$ cat src/rtl/map_table_recovery_controller_if.sv
// ---------------------------------------------------------------------------
// map_table_recovery_controller_if
//   Bundles every non-clock/reset signal of the map table recovery controller.
//   Groups:
//     mispredict_*            branch unit -> controller, valid/ready
//     resolve_*               branch unit -> controller, valid/ready
//     rob_tail_index          ROB -> controller, next free ROB slot
//     restore_checkpoint_*    controller -> map table (success returns same cycle)
//     rob_walk_*              controller -> ROB read port, entry fields return
//     revert_*                controller -> map table, one mapping revert
//     dispatch_stall          controller -> front end
//     rob_tail_set_*          controller -> ROB tail truncation
//     recovery_done           controller -> pipeline, completion pulse
//   Modports:
//     master : the controller's view (drives map table / ROB requests)
//     slave  : the surrounding pipeline's view
// ---------------------------------------------------------------------------
interface map_table_recovery_controller_if #(
  parameter int unsigned ROB_INDEX_W = 6,
  parameter int unsigned ARCH_REG_W  = 5,
  parameter int unsigned PHYS_REG_W  = 6,
  parameter int unsigned COLUMN_W    = 2
);

  // Branch mispredict handshake
  logic                   mispredict_valid;
  logic                   mispredict_ready;
  logic [ROB_INDEX_W-1:0] mispredict_ROB_index;
  logic [COLUMN_W-1:0]    mispredict_column;

  // Correct-branch resolve handshake
  logic                   resolve_valid;
  logic                   resolve_ready;
  logic [ROB_INDEX_W-1:0] resolve_ROB_index;
  logic [COLUMN_W-1:0]    resolve_column;

  // ROB tail pointer
  logic [ROB_INDEX_W-1:0] rob_tail_index;

  // Map table checkpoint restore / invalidate
  logic                   restore_checkpoint_valid;
  logic                   restore_checkpoint_speculate_failed;
  logic [ROB_INDEX_W-1:0] restore_checkpoint_ROB_index;
  logic [COLUMN_W-1:0]    restore_checkpoint_safe_column;
  logic                   restore_checkpoint_success;

  // ROB walk read port
  logic [ROB_INDEX_W-1:0] rob_walk_index;
  logic                   rob_walk_writes_reg;
  logic [ARCH_REG_W-1:0]  rob_walk_dest_arch_reg_tag;
  logic [PHYS_REG_W-1:0]  rob_walk_safe_phys_reg_tag;
  logic [PHYS_REG_W-1:0]  rob_walk_speculated_phys_reg_tag;

  // Map table single-mapping revert
  logic                   revert_valid;
  logic [ARCH_REG_W-1:0]  revert_dest_arch_reg_tag;
  logic [PHYS_REG_W-1:0]  revert_safe_dest_phys_reg_tag;
  logic [PHYS_REG_W-1:0]  revert_speculated_dest_phys_reg_tag;

  // Pipeline control
  logic                   dispatch_stall;
  logic                   rob_tail_set_valid;
  logic [ROB_INDEX_W-1:0] rob_tail_set_index;
  logic                   recovery_done;

  modport master (
    input  mispredict_valid, mispredict_ROB_index, mispredict_column,
    output mispredict_ready,
    input  resolve_valid, resolve_ROB_index, resolve_column,
    output resolve_ready,
    input  rob_tail_index,
    output restore_checkpoint_valid, restore_checkpoint_speculate_failed,
    output restore_checkpoint_ROB_index, restore_checkpoint_safe_column,
    input  restore_checkpoint_success,
    output rob_walk_index,
    input  rob_walk_writes_reg, rob_walk_dest_arch_reg_tag,
    input  rob_walk_safe_phys_reg_tag, rob_walk_speculated_phys_reg_tag,
    output revert_valid, revert_dest_arch_reg_tag,
    output revert_safe_dest_phys_reg_tag, revert_speculated_dest_phys_reg_tag,
    output dispatch_stall, rob_tail_set_valid, rob_tail_set_index, recovery_done
  );

  modport slave (
    output mispredict_valid, mispredict_ROB_index, mispredict_column,
    input  mispredict_ready,
    output resolve_valid, resolve_ROB_index, resolve_column,
    input  resolve_ready,
    output rob_tail_index,
    input  restore_checkpoint_valid, restore_checkpoint_speculate_failed,
    input  restore_checkpoint_ROB_index, restore_checkpoint_safe_column,
    output restore_checkpoint_success,
    input  rob_walk_index,
    output rob_walk_writes_reg, rob_walk_dest_arch_reg_tag,
    output rob_walk_safe_phys_reg_tag, rob_walk_speculated_phys_reg_tag,
    input  revert_valid, revert_dest_arch_reg_tag,
    input  revert_safe_dest_phys_reg_tag, revert_speculated_dest_phys_reg_tag,
    input  dispatch_stall, rob_tail_set_valid, rob_tail_set_index, recovery_done
  );

endinterface

$ cat src/rtl/map_table_recovery_controller.sv
// ---------------------------------------------------------------------------
// map_table_recovery_controller
//   Sequences branch-misprediction recovery of the physical register map
//   table. A mispredict first tries a checkpoint restore; if the map table
//   rejects it, the ROB is walked youngest-to-oldest down to (not including)
//   the branch, reverting one mapping per register-writing entry per cycle.
//   Correct-branch resolves are forwarded to the map table as checkpoint
//   invalidations while idle. Dispatch is stalled for the whole recovery.
//
// Ports:
//   CLK   clock
//   RST   synchronous active-high reset; every output is forced to 0 while high
//   bus   map_table_recovery_controller_if.master
//         (mispredict/resolve handshakes, ROB tail and walk port,
//          checkpoint restore/invalidate, revert, stall, tail truncation,
//          recovery_done)
// ---------------------------------------------------------------------------
module map_table_recovery_controller #(
  parameter int unsigned ROB_INDEX_W = 6,
  parameter int unsigned ARCH_REG_W  = 5,
  parameter int unsigned PHYS_REG_W  = 6,
  parameter int unsigned COLUMN_W    = 2
) (
  input  logic                                   CLK,
  input  logic                                   RST,
  map_table_recovery_controller_if.master        bus
);

  typedef enum logic [1:0] {
    IDLE    = 2'd0,
    RESTORE = 2'd1,
    WALK    = 2'd2,
    DONE    = 2'd3
  } state_t;

  localparam logic [ROB_INDEX_W-1:0] IDX_ONE = ROB_INDEX_W'(1);

  state_t                 state,    state_nxt;
  logic [ROB_INDEX_W-1:0] br_idx,   br_idx_nxt;
  logic [COLUMN_W-1:0]    br_col,   br_col_nxt;
  logic [ROB_INDEX_W-1:0] walk_ptr, walk_ptr_nxt;

  // Oldest entry the walk may touch: the one just younger than the branch
  logic [ROB_INDEX_W-1:0] br_idx_plus1;

  // Combinational output values, gated to zero during reset
  logic                   mispredict_ready_c;
  logic                   resolve_ready_c;
  logic                   rc_valid_c;
  logic                   rc_spec_failed_c;
  logic [ROB_INDEX_W-1:0] rc_rob_index_c;
  logic [COLUMN_W-1:0]    rc_column_c;
  logic [ROB_INDEX_W-1:0] walk_index_c;
  logic                   revert_valid_c;
  logic [ARCH_REG_W-1:0]  revert_arch_c;
  logic [PHYS_REG_W-1:0]  revert_safe_c;
  logic [PHYS_REG_W-1:0]  revert_spec_c;
  logic                   dispatch_stall_c;
  logic                   tail_set_valid_c;
  logic [ROB_INDEX_W-1:0] tail_set_index_c;
  logic                   recovery_done_c;

  assign br_idx_plus1 = br_idx + IDX_ONE;

  // State and recovery context registers
  always_ff @(posedge CLK) begin
    if (RST) begin
      state    <= IDLE;
      br_idx   <= '0;
      br_col   <= '0;
      walk_ptr <= '0;
    end else begin
      state    <= state_nxt;
      br_idx   <= br_idx_nxt;
      br_col   <= br_col_nxt;
      walk_ptr <= walk_ptr_nxt;
    end
  end

  // Next-state and output decode
  always_comb begin
    state_nxt          = state;
    br_idx_nxt         = br_idx;
    br_col_nxt         = br_col;
    walk_ptr_nxt       = walk_ptr;

    mispredict_ready_c = 1'b0;
    resolve_ready_c    = 1'b0;
    rc_valid_c         = 1'b0;
    rc_spec_failed_c   = 1'b0;
    rc_rob_index_c     = '0;
    rc_column_c        = '0;
    walk_index_c       = '0;
    revert_valid_c     = 1'b0;
    revert_arch_c      = '0;
    revert_safe_c      = '0;
    revert_spec_c      = '0;
    dispatch_stall_c   = 1'b0;
    tail_set_valid_c   = 1'b0;
    tail_set_index_c   = '0;
    recovery_done_c    = 1'b0;

    // Reset overrides everything so no partial revert escapes in that cycle
    if (!RST) begin
      case (state)
        IDLE: begin
          mispredict_ready_c = 1'b1;
          if (bus.mispredict_valid) begin
            // Mispredict wins over resolve; the walk starts at the youngest entry
            dispatch_stall_c = 1'b1;
            br_idx_nxt       = bus.mispredict_ROB_index;
            br_col_nxt       = bus.mispredict_column;
            walk_ptr_nxt     = bus.rob_tail_index - IDX_ONE;
            state_nxt        = RESTORE;
          end else begin
            resolve_ready_c = 1'b1;
            if (bus.resolve_valid) begin
              // Invalidate the resolved branch's checkpoint; a reject is harmless
              rc_valid_c       = 1'b1;
              rc_spec_failed_c = 1'b0;
              rc_rob_index_c   = bus.resolve_ROB_index;
              rc_column_c      = bus.resolve_column;
            end
          end
        end

        RESTORE: begin
          dispatch_stall_c = 1'b1;
          rc_valid_c       = 1'b1;
          rc_spec_failed_c = 1'b1;
          rc_rob_index_c   = br_idx;
          rc_column_c      = br_col;
          // Nothing younger than the branch means there is nothing to walk
          if (bus.restore_checkpoint_success || (walk_ptr == br_idx)) begin
            state_nxt = DONE;
          end else begin
            state_nxt = WALK;
          end
        end

        WALK: begin
          dispatch_stall_c = 1'b1;
          walk_index_c     = walk_ptr;
          revert_valid_c   = bus.rob_walk_writes_reg;
          revert_arch_c    = bus.rob_walk_dest_arch_reg_tag;
          revert_safe_c    = bus.rob_walk_safe_phys_reg_tag;
          revert_spec_c    = bus.rob_walk_speculated_phys_reg_tag;
          if (walk_ptr == br_idx_plus1) begin
            state_nxt = DONE;
          end else begin
            walk_ptr_nxt = walk_ptr - IDX_ONE;
          end
        end

        DONE: begin
          dispatch_stall_c = 1'b1;
          tail_set_valid_c = 1'b1;
          tail_set_index_c = br_idx_plus1;
          recovery_done_c  = 1'b1;
          state_nxt        = IDLE;
        end

        default: begin
          state_nxt = IDLE;
        end
      endcase
    end
  end

  // Drive the interface
  assign bus.mispredict_ready                    = mispredict_ready_c;
  assign bus.resolve_ready                       = resolve_ready_c;
  assign bus.restore_checkpoint_valid            = rc_valid_c;
  assign bus.restore_checkpoint_speculate_failed = rc_spec_failed_c;
  assign bus.restore_checkpoint_ROB_index        = rc_rob_index_c;
  assign bus.restore_checkpoint_safe_column      = rc_column_c;
  assign bus.rob_walk_index                      = walk_index_c;
  assign bus.revert_valid                        = revert_valid_c;
  assign bus.revert_dest_arch_reg_tag            = revert_arch_c;
  assign bus.revert_safe_dest_phys_reg_tag       = revert_safe_c;
  assign bus.revert_speculated_dest_phys_reg_tag = revert_spec_c;
  assign bus.dispatch_stall                      = dispatch_stall_c;
  assign bus.rob_tail_set_valid                  = tail_set_valid_c;
  assign bus.rob_tail_set_index                  = tail_set_index_c;
  assign bus.recovery_done                       = recovery_done_c;

endmodule

$ cat src/flat_wrapper.sv
// flat-port wrapper written by rule: the top's interface ports become plain ports
module map_table_recovery_controller_flat 
#(
  parameter int unsigned ROB_INDEX_W = 6,
  parameter int unsigned ARCH_REG_W  = 5,
  parameter int unsigned PHYS_REG_W  = 6,
  parameter int unsigned COLUMN_W    = 2
)
  (CLK, RST, bus_mispredict_valid, bus_mispredict_ROB_index, bus_mispredict_column, bus_mispredict_ready, bus_resolve_valid, bus_resolve_ROB_index, bus_resolve_column, bus_resolve_ready, bus_rob_tail_index, bus_restore_checkpoint_valid, bus_restore_checkpoint_speculate_failed, bus_restore_checkpoint_ROB_index, bus_restore_checkpoint_safe_column, bus_restore_checkpoint_success, bus_rob_walk_index, bus_rob_walk_writes_reg, bus_rob_walk_dest_arch_reg_tag, bus_rob_walk_safe_phys_reg_tag, bus_rob_walk_speculated_phys_reg_tag, bus_revert_valid, bus_revert_dest_arch_reg_tag, bus_revert_safe_dest_phys_reg_tag, bus_revert_speculated_dest_phys_reg_tag, bus_dispatch_stall, bus_rob_tail_set_valid, bus_rob_tail_set_index, bus_recovery_done);
  map_table_recovery_controller_if #(.ROB_INDEX_W(ROB_INDEX_W), .ARCH_REG_W(ARCH_REG_W), .PHYS_REG_W(PHYS_REG_W), .COLUMN_W(COLUMN_W)) bus_i ();
  input  logic CLK;
  input  logic RST;
  input wire logic [$bits(bus_i.mispredict_valid)-1:0] bus_mispredict_valid;
  input wire logic [$bits(bus_i.mispredict_ROB_index)-1:0] bus_mispredict_ROB_index;
  input wire logic [$bits(bus_i.mispredict_column)-1:0] bus_mispredict_column;
  output wire logic [$bits(bus_i.mispredict_ready)-1:0] bus_mispredict_ready;
  input wire logic [$bits(bus_i.resolve_valid)-1:0] bus_resolve_valid;
  input wire logic [$bits(bus_i.resolve_ROB_index)-1:0] bus_resolve_ROB_index;
  input wire logic [$bits(bus_i.resolve_column)-1:0] bus_resolve_column;
  output wire logic [$bits(bus_i.resolve_ready)-1:0] bus_resolve_ready;
  input wire logic [$bits(bus_i.rob_tail_index)-1:0] bus_rob_tail_index;
  output wire logic [$bits(bus_i.restore_checkpoint_valid)-1:0] bus_restore_checkpoint_valid;
  output wire logic [$bits(bus_i.restore_checkpoint_speculate_failed)-1:0] bus_restore_checkpoint_speculate_failed;
  output wire logic [$bits(bus_i.restore_checkpoint_ROB_index)-1:0] bus_restore_checkpoint_ROB_index;
  output wire logic [$bits(bus_i.restore_checkpoint_safe_column)-1:0] bus_restore_checkpoint_safe_column;
  input wire logic [$bits(bus_i.restore_checkpoint_success)-1:0] bus_restore_checkpoint_success;
  output wire logic [$bits(bus_i.rob_walk_index)-1:0] bus_rob_walk_index;
  input wire logic [$bits(bus_i.rob_walk_writes_reg)-1:0] bus_rob_walk_writes_reg;
  input wire logic [$bits(bus_i.rob_walk_dest_arch_reg_tag)-1:0] bus_rob_walk_dest_arch_reg_tag;
  input wire logic [$bits(bus_i.rob_walk_safe_phys_reg_tag)-1:0] bus_rob_walk_safe_phys_reg_tag;
  input wire logic [$bits(bus_i.rob_walk_speculated_phys_reg_tag)-1:0] bus_rob_walk_speculated_phys_reg_tag;
  output wire logic [$bits(bus_i.revert_valid)-1:0] bus_revert_valid;
  output wire logic [$bits(bus_i.revert_dest_arch_reg_tag)-1:0] bus_revert_dest_arch_reg_tag;
  output wire logic [$bits(bus_i.revert_safe_dest_phys_reg_tag)-1:0] bus_revert_safe_dest_phys_reg_tag;
  output wire logic [$bits(bus_i.revert_speculated_dest_phys_reg_tag)-1:0] bus_revert_speculated_dest_phys_reg_tag;
  output wire logic [$bits(bus_i.dispatch_stall)-1:0] bus_dispatch_stall;
  output wire logic [$bits(bus_i.rob_tail_set_valid)-1:0] bus_rob_tail_set_valid;
  output wire logic [$bits(bus_i.rob_tail_set_index)-1:0] bus_rob_tail_set_index;
  output wire logic [$bits(bus_i.recovery_done)-1:0] bus_recovery_done;
  assign bus_i.mispredict_valid = bus_mispredict_valid;
  assign bus_i.mispredict_ROB_index = bus_mispredict_ROB_index;
  assign bus_i.mispredict_column = bus_mispredict_column;
  assign bus_mispredict_ready = bus_i.mispredict_ready;
  assign bus_i.resolve_valid = bus_resolve_valid;
  assign bus_i.resolve_ROB_index = bus_resolve_ROB_index;
  assign bus_i.resolve_column = bus_resolve_column;
  assign bus_resolve_ready = bus_i.resolve_ready;
  assign bus_i.rob_tail_index = bus_rob_tail_index;
  assign bus_restore_checkpoint_valid = bus_i.restore_checkpoint_valid;
  assign bus_restore_checkpoint_speculate_failed = bus_i.restore_checkpoint_speculate_failed;
  assign bus_restore_checkpoint_ROB_index = bus_i.restore_checkpoint_ROB_index;
  assign bus_restore_checkpoint_safe_column = bus_i.restore_checkpoint_safe_column;
  assign bus_i.restore_checkpoint_success = bus_restore_checkpoint_success;
  assign bus_rob_walk_index = bus_i.rob_walk_index;
  assign bus_i.rob_walk_writes_reg = bus_rob_walk_writes_reg;
  assign bus_i.rob_walk_dest_arch_reg_tag = bus_rob_walk_dest_arch_reg_tag;
  assign bus_i.rob_walk_safe_phys_reg_tag = bus_rob_walk_safe_phys_reg_tag;
  assign bus_i.rob_walk_speculated_phys_reg_tag = bus_rob_walk_speculated_phys_reg_tag;
  assign bus_revert_valid = bus_i.revert_valid;
  assign bus_revert_dest_arch_reg_tag = bus_i.revert_dest_arch_reg_tag;
  assign bus_revert_safe_dest_phys_reg_tag = bus_i.revert_safe_dest_phys_reg_tag;
  assign bus_revert_speculated_dest_phys_reg_tag = bus_i.revert_speculated_dest_phys_reg_tag;
  assign bus_dispatch_stall = bus_i.dispatch_stall;
  assign bus_rob_tail_set_valid = bus_i.rob_tail_set_valid;
  assign bus_rob_tail_set_index = bus_i.rob_tail_set_index;
  assign bus_recovery_done = bus_i.recovery_done;
  map_table_recovery_controller #(.ROB_INDEX_W(ROB_INDEX_W), .ARCH_REG_W(ARCH_REG_W), .PHYS_REG_W(PHYS_REG_W), .COLUMN_W(COLUMN_W)) u_core (.CLK(CLK), .RST(RST), .bus(bus_i));
endmodule
$ cat config.mk
export PLATFORM = sky130hd
export DESIGN_NAME = map_table_recovery_controller_flat
export DESIGN_NICKNAME = d
export VERILOG_FILES = /design/src/rtl/map_table_recovery_controller_if.sv /design/src/rtl/map_table_recovery_controller.sv /design/src/flat_wrapper.sv
export SDC_FILE = /design/constraint.sdc
export NUM_CORES = 1
export LEC_CHECK = 0
export CORE_ASPECT_RATIO = 0.75
export CORE_MARGIN = 8
export CORE_UTILIZATION = 35
export CTS_CLUSTER_SIZE = 16
export DETAILED_ROUTE_END_ITERATION = 10
export DONT_BUFFER_PORTS = 1
export GPL_ROUTABILITY_DRIVEN = 0
export SYNTH_ARGS = -nofsm -noshare
export SYNTH_HDL_FRONTEND = slang
export SYNTH_SLANG_ARGS = --single-unit
$ cat constraint.sdc
create_clock -name CLK -period 3.3 [get_ports CLK]
set_input_delay 0.495 -clock CLK [delete_from_list [all_inputs] [get_ports CLK]]
set_output_delay 0.495 -clock CLK [all_outputs]
set_load 0.02 [all_outputs]
* Word-level counts from Yosys, hierarchy flattened *
Cells that the tools add are included.

storage, ports and cells
  memories kept = 0
  output and inout bits = 45
  input bits = 45
  logic and storage cells = 65
  latch bits = 0
  bits in read-only memories = 0
  bits in writable memories = 0
  register bits after elaboration = 16

operators by class
  equality and inequality tests = 8
  bitwise operators = 0
  div/mod/pow operators = 0
  shift operators = 0
  $mul = 0
  multiplexer cells = 43
  order comparisons = 0
  reduce and logical (&&, ||, !) cells = 7
  add/sub/neg operators = 3

operator list
  cell                                                                      number
  6-bit 2-to-1 mux                                                          13
  6-bit case mux with 2 select lines                                        2
  1-bit 2-to-1 mux                                                          17
  6-bit == test                                                             2
  6-bit by 1-bit subtractor with 6-bit output (second input constant)       2
  2-bit 2-to-1 mux                                                          5
  5-bit 2-to-1 mux                                                          2
  2-bit case mux with 4 select lines                                        1
  6-bit by 1-bit adder with 6-bit output (second input constant)            1
  2-bit == test (second input constant)                                     2
  2-bit inequality test (second input constant)                             2
  1-bit case mux with 2 select lines                                        2
  2-bit case mux with 2 select lines                                        1
  2-bit AND reduction                                                       2
  3-bit AND reduction                                                       1
  3-bit OR reduction                                                        1
  2-bit by 1-bit == test with 1-bit output (second input constant)          1
  2-bit zero test                                                           1
  2-bit by 1-bit inequality test with 1-bit output (second input constant)  1
  2-bit nonzero test                                                        1
  1-bit logical OR                                                          1

* Logic depth before layout (Yosys ltp) *
  depth in word-level cells = 4
  mapped depth = 10
  gate-level depth less buffers = 9

* Worst setup path before layout *
No wires, ideal clock.

  path type = reg2reg
  start point = reg u_core.state[0]
  end point = reg u_core.walk_ptr[4]
  arrival = 2.105 ns
  path buffers = 1
  path slack = 1.063 ns
  required time = 3.168 ns
  setup time = 0.132 ns
  period minus slack after synthesis = 2.237 ns
  stages on the path, launching flop included = 11
  cell sequence = dfxtp_1 -> inv_1 -> ha_1 -> buf_2 -> mux2i_1 -> ha_1 -> o21ai_1 -> mux2_1 -> a22o_1 -> a21oi_1 -> a21oi_1

between the ends
  longest elaborated chain between the ends = 3
  elaborated cells between the ends (all ways) = 7
  classes of those cells = eq/ne: 3; mux: 1; reduce/logical: 3

ends and longest elaborated chain
  item                                                                   line                                  text
  start: declaration                                                     map_table_recovery_controller.sv:38   state_t state, state_nxt;
  start signal: assignment                                               map_table_recovery_controller.sv:73   state <= state_nxt;
  2-bit == test or 2-bit zero test (tied branches)                       map_table_recovery_controller.sv:105  case (state)
  2-bit inequality test (no line) or 2-bit nonzero test (tied branches)  n/a
  3-bit AND reduction (no line)                                          n/a
  end signal: assignment                                                 map_table_recovery_controller.sv:76   walk_ptr <= walk_ptr_nxt;
  end: declaration                                                       map_table_recovery_controller.sv:41   logic [ROB_INDEX_W-1:0] walk_ptr, walk_ptr_nxt;

Parallel ways exist; a longest one is shown, timed or not.
A chain may end at the register's enable or synchronous reset.

* Worst setup path in the final report *
  start point = reg u_core.state[1]
  end point = out bus_restore_checkpoint_ROB_index[4]

between the ends
  longest elaborated chain between the ends = 3
  elaborated cells between the ends (all ways) = 4
  classes of those cells = eq/ne: 1; mux: 2; reduce/logical: 1

ends and longest elaborated chain
  item                                                                         line                                  text
  2-bit by 1-bit == test with 1-bit output or 2-bit zero test (tied branches)  map_table_recovery_controller.sv:105
  6-bit case mux with 2 select lines (*)                                       map_table_recovery_controller.sv:105
  6-bit 2-to-1 mux (*)                                                         map_table_recovery_controller.sv:104  if (!RST) begin
  end: declaration                                                             flat_wrapper.sv:24                    output wire logic [$bits(bus_i.restore_checkpoint_ROB_index)-1:0] bus_restore_checkpoint_ROB_index;

Every way passes the cells marked *; elsewhere a longest branch is shown, timed or not.

==> metrics.md <==
| Metric | Value |
|---|---|
| Outcome | complete, no violations |
| CP endpoint kind | output pin |
| Required time of the critical path | 2.80 ns |
| Pleak | 0.6259 nW |
| Fraction of registers with async set/reset | 0% |
| Root Buffer | clkbuf_8 |
| Critical-path maximum fanout | 8 |
| Largest net degree at the start of global routing | 27 |
| Mux cell area share after synthesis | 3.886% |
| CTS Buf Count | 3 |
| Endpoints failing setup | 0 |
| Global routing usage on met2 | 20.28% |
| Initial core utilization | 35.96% |
| Die footprint | 6934 sq um |
| Max-Cap Viols | 0 |
| Met1 usage | 15.35% |
| Die Ht | 74.15 um |
| Hpwl dp | 3.674 mm |
| Sum of negative setup slack | 0 ns |
| Initial antenna violation count | 0 |
| Number of global-route vias before repair | 1334 |
| Slowest CP cell | nor2_1 |
| Drt drc | 0 |
| Final Max Slew Viols | 0 |
| H-tree levels | 1 |
| CTS Hold Bufs | 0 |
| Met3 GRT Util | 4.234% |
| Top cell type's share of synthesized area | 20.30% |
| Gr ovfl total | 0 |
| R2r startpoint | u_core.state[0]$_SDFFE_PP0P_ |
| RSZ-0062 raised after global routing | false |
| Share of cells above drive strength 1 | 7.212% |
| Crit path depth | 6 |
| Num ports | 90 |
| Hold Path Stages | 1 |
| Simple-gate portion of the synthesized area | 34.10% |
| R2R Path End | u_core.walk_ptr[4]$_SDFFE_PP0P_ |
| Depth of the worst register-to-register path | 9 |
| Mapped Area | 1578 sq um |
| Synth warnings | 0 |
| Post-CTS setup buffer count | 0 |
| Min Tclk post-route | 2.673 ns |
| Crit path cell chain | inv_1, ha_1, inv_1, nor2_1, nor2_1, nor2_1 |
| Hold Slack | 0.3044 ns |
| Post-synthesis area per instance | 7.304 sq um |
| Total track usage | 12.35% |
| Largest area contributor in the synthesized netlist | dfxtp_1 |
| Class of the worst hold path | input port to register |
| Cell area power density | 738.9 nW/um^2 |
| Core area | 4388 sq um |
| Grt peak-use layer | met2 |
| Port bufs | 0 |
| FF/Latch Area | 320.3 sq um |
| Crit path DAT | 2.18 ns |
| Detailed Routing Iterations Pass 1 | 4 |
| Rel. slew slack | 51.77% |
| Hold endpoint | u_core.walk_ptr[4]$_SDFFE_PP0P_ |
| 1st-iter DRT viols | 53 |
| ANT cells | 0 |
| Longest Clk Path Bufs | 2 |
| Area of the multi-input gates | 1151 sq um |
| DR vias | 1436 |
| Post-synthesis sequential area ratio | 20.30% |
| Post-Place Worst Slack | 0.8083 ns |
| Worst Tran Pin Value | 0.7179 ns |
| CTS clock-pin slew for the worst setup and hold paths | 0.07 ns |
| Syn_nets | 268 |
| Routed length per instance | 17.51 um |
| Num rows | 21 |
| Xor/xnor share of the synthesized area | 8.882% |
| Post-DRT Antenna Nets | 0 |
| First-pass GRT wire length | 6.975 mm |
| Post-Syn Instances | 216 |
| Reg2Reg Setup Slack | 0.77 ns |
| Most used flip-flop cell after synthesis | dfxtp_1 |
| Chip Width | 93.53 um |
| Yosys reg bits | 16 |
| Crit-path leading delay family | simple AND/OR/NAND/NOR gates |
| CP most frequent cell | nor2_1 |
| Kind of critical path | register to output pin |
| PostCTS Resize Cnt | 0 |
| Peak VDD IR | 316.8 uV |
| Post-synth cell types | 50 |
| Max stage delay on crit path | 0.40 ns |
| Cell Area, Placed | 1592 sq um |
| Nets | 261 |
| Synth area leaders | dfxtp_1 (20%), and2_1 (9.5%), nor2_1 (6.2%), xor2_1 (6.1%), ha_1 (5.6%) |
| Startpoint types | register |
| Clk_lat worst skew | 0.25 ns |
| Adder-Cell Fraction of Synth Area | 5.551% |
| Peak Freq | 374.1 MHz |
| Final instance area | 1647 sq um |
| Compound-gate portion of the synthesized area | 20.54% |
| Post-synth EDFFs | 0 |
| Final period util | 81.00% |
| CTS Sinks | 16 |
| Area growth from synthesis to layout | 4.362% |
| Worst Path Buf+Inv | 2 |
| TritonCTS clock tree | done |
| Main combinational cell family by area after synthesis | simple AND/OR/NAND/NOR gates |
| Final wirelength | 4.639 mm |
| Vias per cell | 5.419 |
| Min-delay src | RST |
| Final WS setup | 0.6270 ns |
| Hold Vio Cnt, Final | 0 |
| Worst clock skew | 0.004956 ns |
| Fillers | 473 |
## power by group
group | internal [mW] | leakage, nW | switching, mW
Sequential | 0.243 | 0.132 | 0.0889
Combinational | 0.250 | 0.466 | 0.454
Clock | 0.106 | 0.0288 | 0.0747
Total | 0.599 | 0.626 | 0.617
## through the flow
stage	total power [mW]	utilization [%]	cells
6_report	1.217	37.53	265
3_3_place_gp	1.032	36.27	261
4_1_cts	1.224	37.53	265
3_5_place_dp	1.039	36.27	261
2_1_floorplan	0.9165	-	216
5_1_grt	1.320	37.53	265
## cell usage in the layout, fill, tap and decap left out, types with 2 or more instances in the layout
master	Yosys	routed
dfxtp_1	16	16
mux2i_1	5	5
and2_1	24	24
o21ai_1	3	3
nand2b_1	4	4
ha_1	7	7
xor2_1	11	11
clkbuf_8	0	4
and3_1	2	2
a211oi_1	2	2
a21oi_1	17	17
buf_4	2	2
inv_1	8	8
nor4_1	2	2
nand3_1	3	3
xnor2_1	5	5
nor3_1	5	5
nor2_1	26	26
nand2_1	21	21
o21ai_0	4	4
a22oi_1	8	8
nor2b_1	3	3
## cells by family after synthesis
logic type                 count (synthesis)
muxes                                      6
xor gates and xnor gates                  16
AOI/OAI and AO/OA                         46
buffers and inverters                     23
and+or+nand+nor                          102
DFF                                       16
adders and majority gates                  7
## Yosys cell counts, drive strengths merged (4+ instances only)
cell,count
dfxtp,16
xor2,11
nand2,21
inv,9
nor3,7
a22oi,8
nor2,27
xnor2,5
and2,24
nand2b,4
o21ai,8
buf,7
ha,7
a21oi,17
clkbuf,7
mux2i,5
## metal layers
metal	share of wire, %	vias up
li1	-	721
met1	44	673
met5	0	-
met3	7.5	2
met2	49	40
met4	0.28	0
## how the worst max path moves through the flow
stage / end / slack [ns] / from
floorplan: u_core.walk_ptr[4]$_SDFFE_PP0P_ / 1.06 / u_core.state[0]$_SDFFE_PP0P_
global placement: u_core.walk_ptr[4]$_SDFFE_PP0P_ / 0.92 / u_core.state[0]$_SDFFE_PP0P_
detailed placement: u_core.walk_ptr[4]$_SDFFE_PP0P_ / 0.81 / u_core.state[0]$_SDFFE_PP0P_
CTS: bus_restore_checkpoint_ROB_index[2] / 0.61 / u_core.state[1]$_SDFFE_PP0P_
global route: bus_revert_safe_dest_phys_reg_tag[0] / 0.43 / u_core.state[0]$_SDFFE_PP0P_
finish: bus_restore_checkpoint_ROB_index[4] / 0.63 / u_core.state[1]$_SDFFE_PP0P_
## sequential cells by signal, summed over array words and instances, names as in the netlist
name	count
u_core.br_idx	6
u_core.walk_ptr	6
u_core.br_col	2
u_core.state	2
## final cells by class
cell class                      count  share of cell area [%]
Clock buffer                        4                   3.343
Inverter                            9                   2.052
Multi-Input combinational cell    177                   69.91
Sequential cell                    16                   19.45
Tap cell                           57                   4.331
Timing Repair Buffer                2                  0.9119
Note: power is estimated with default switching activity, not from simulation.
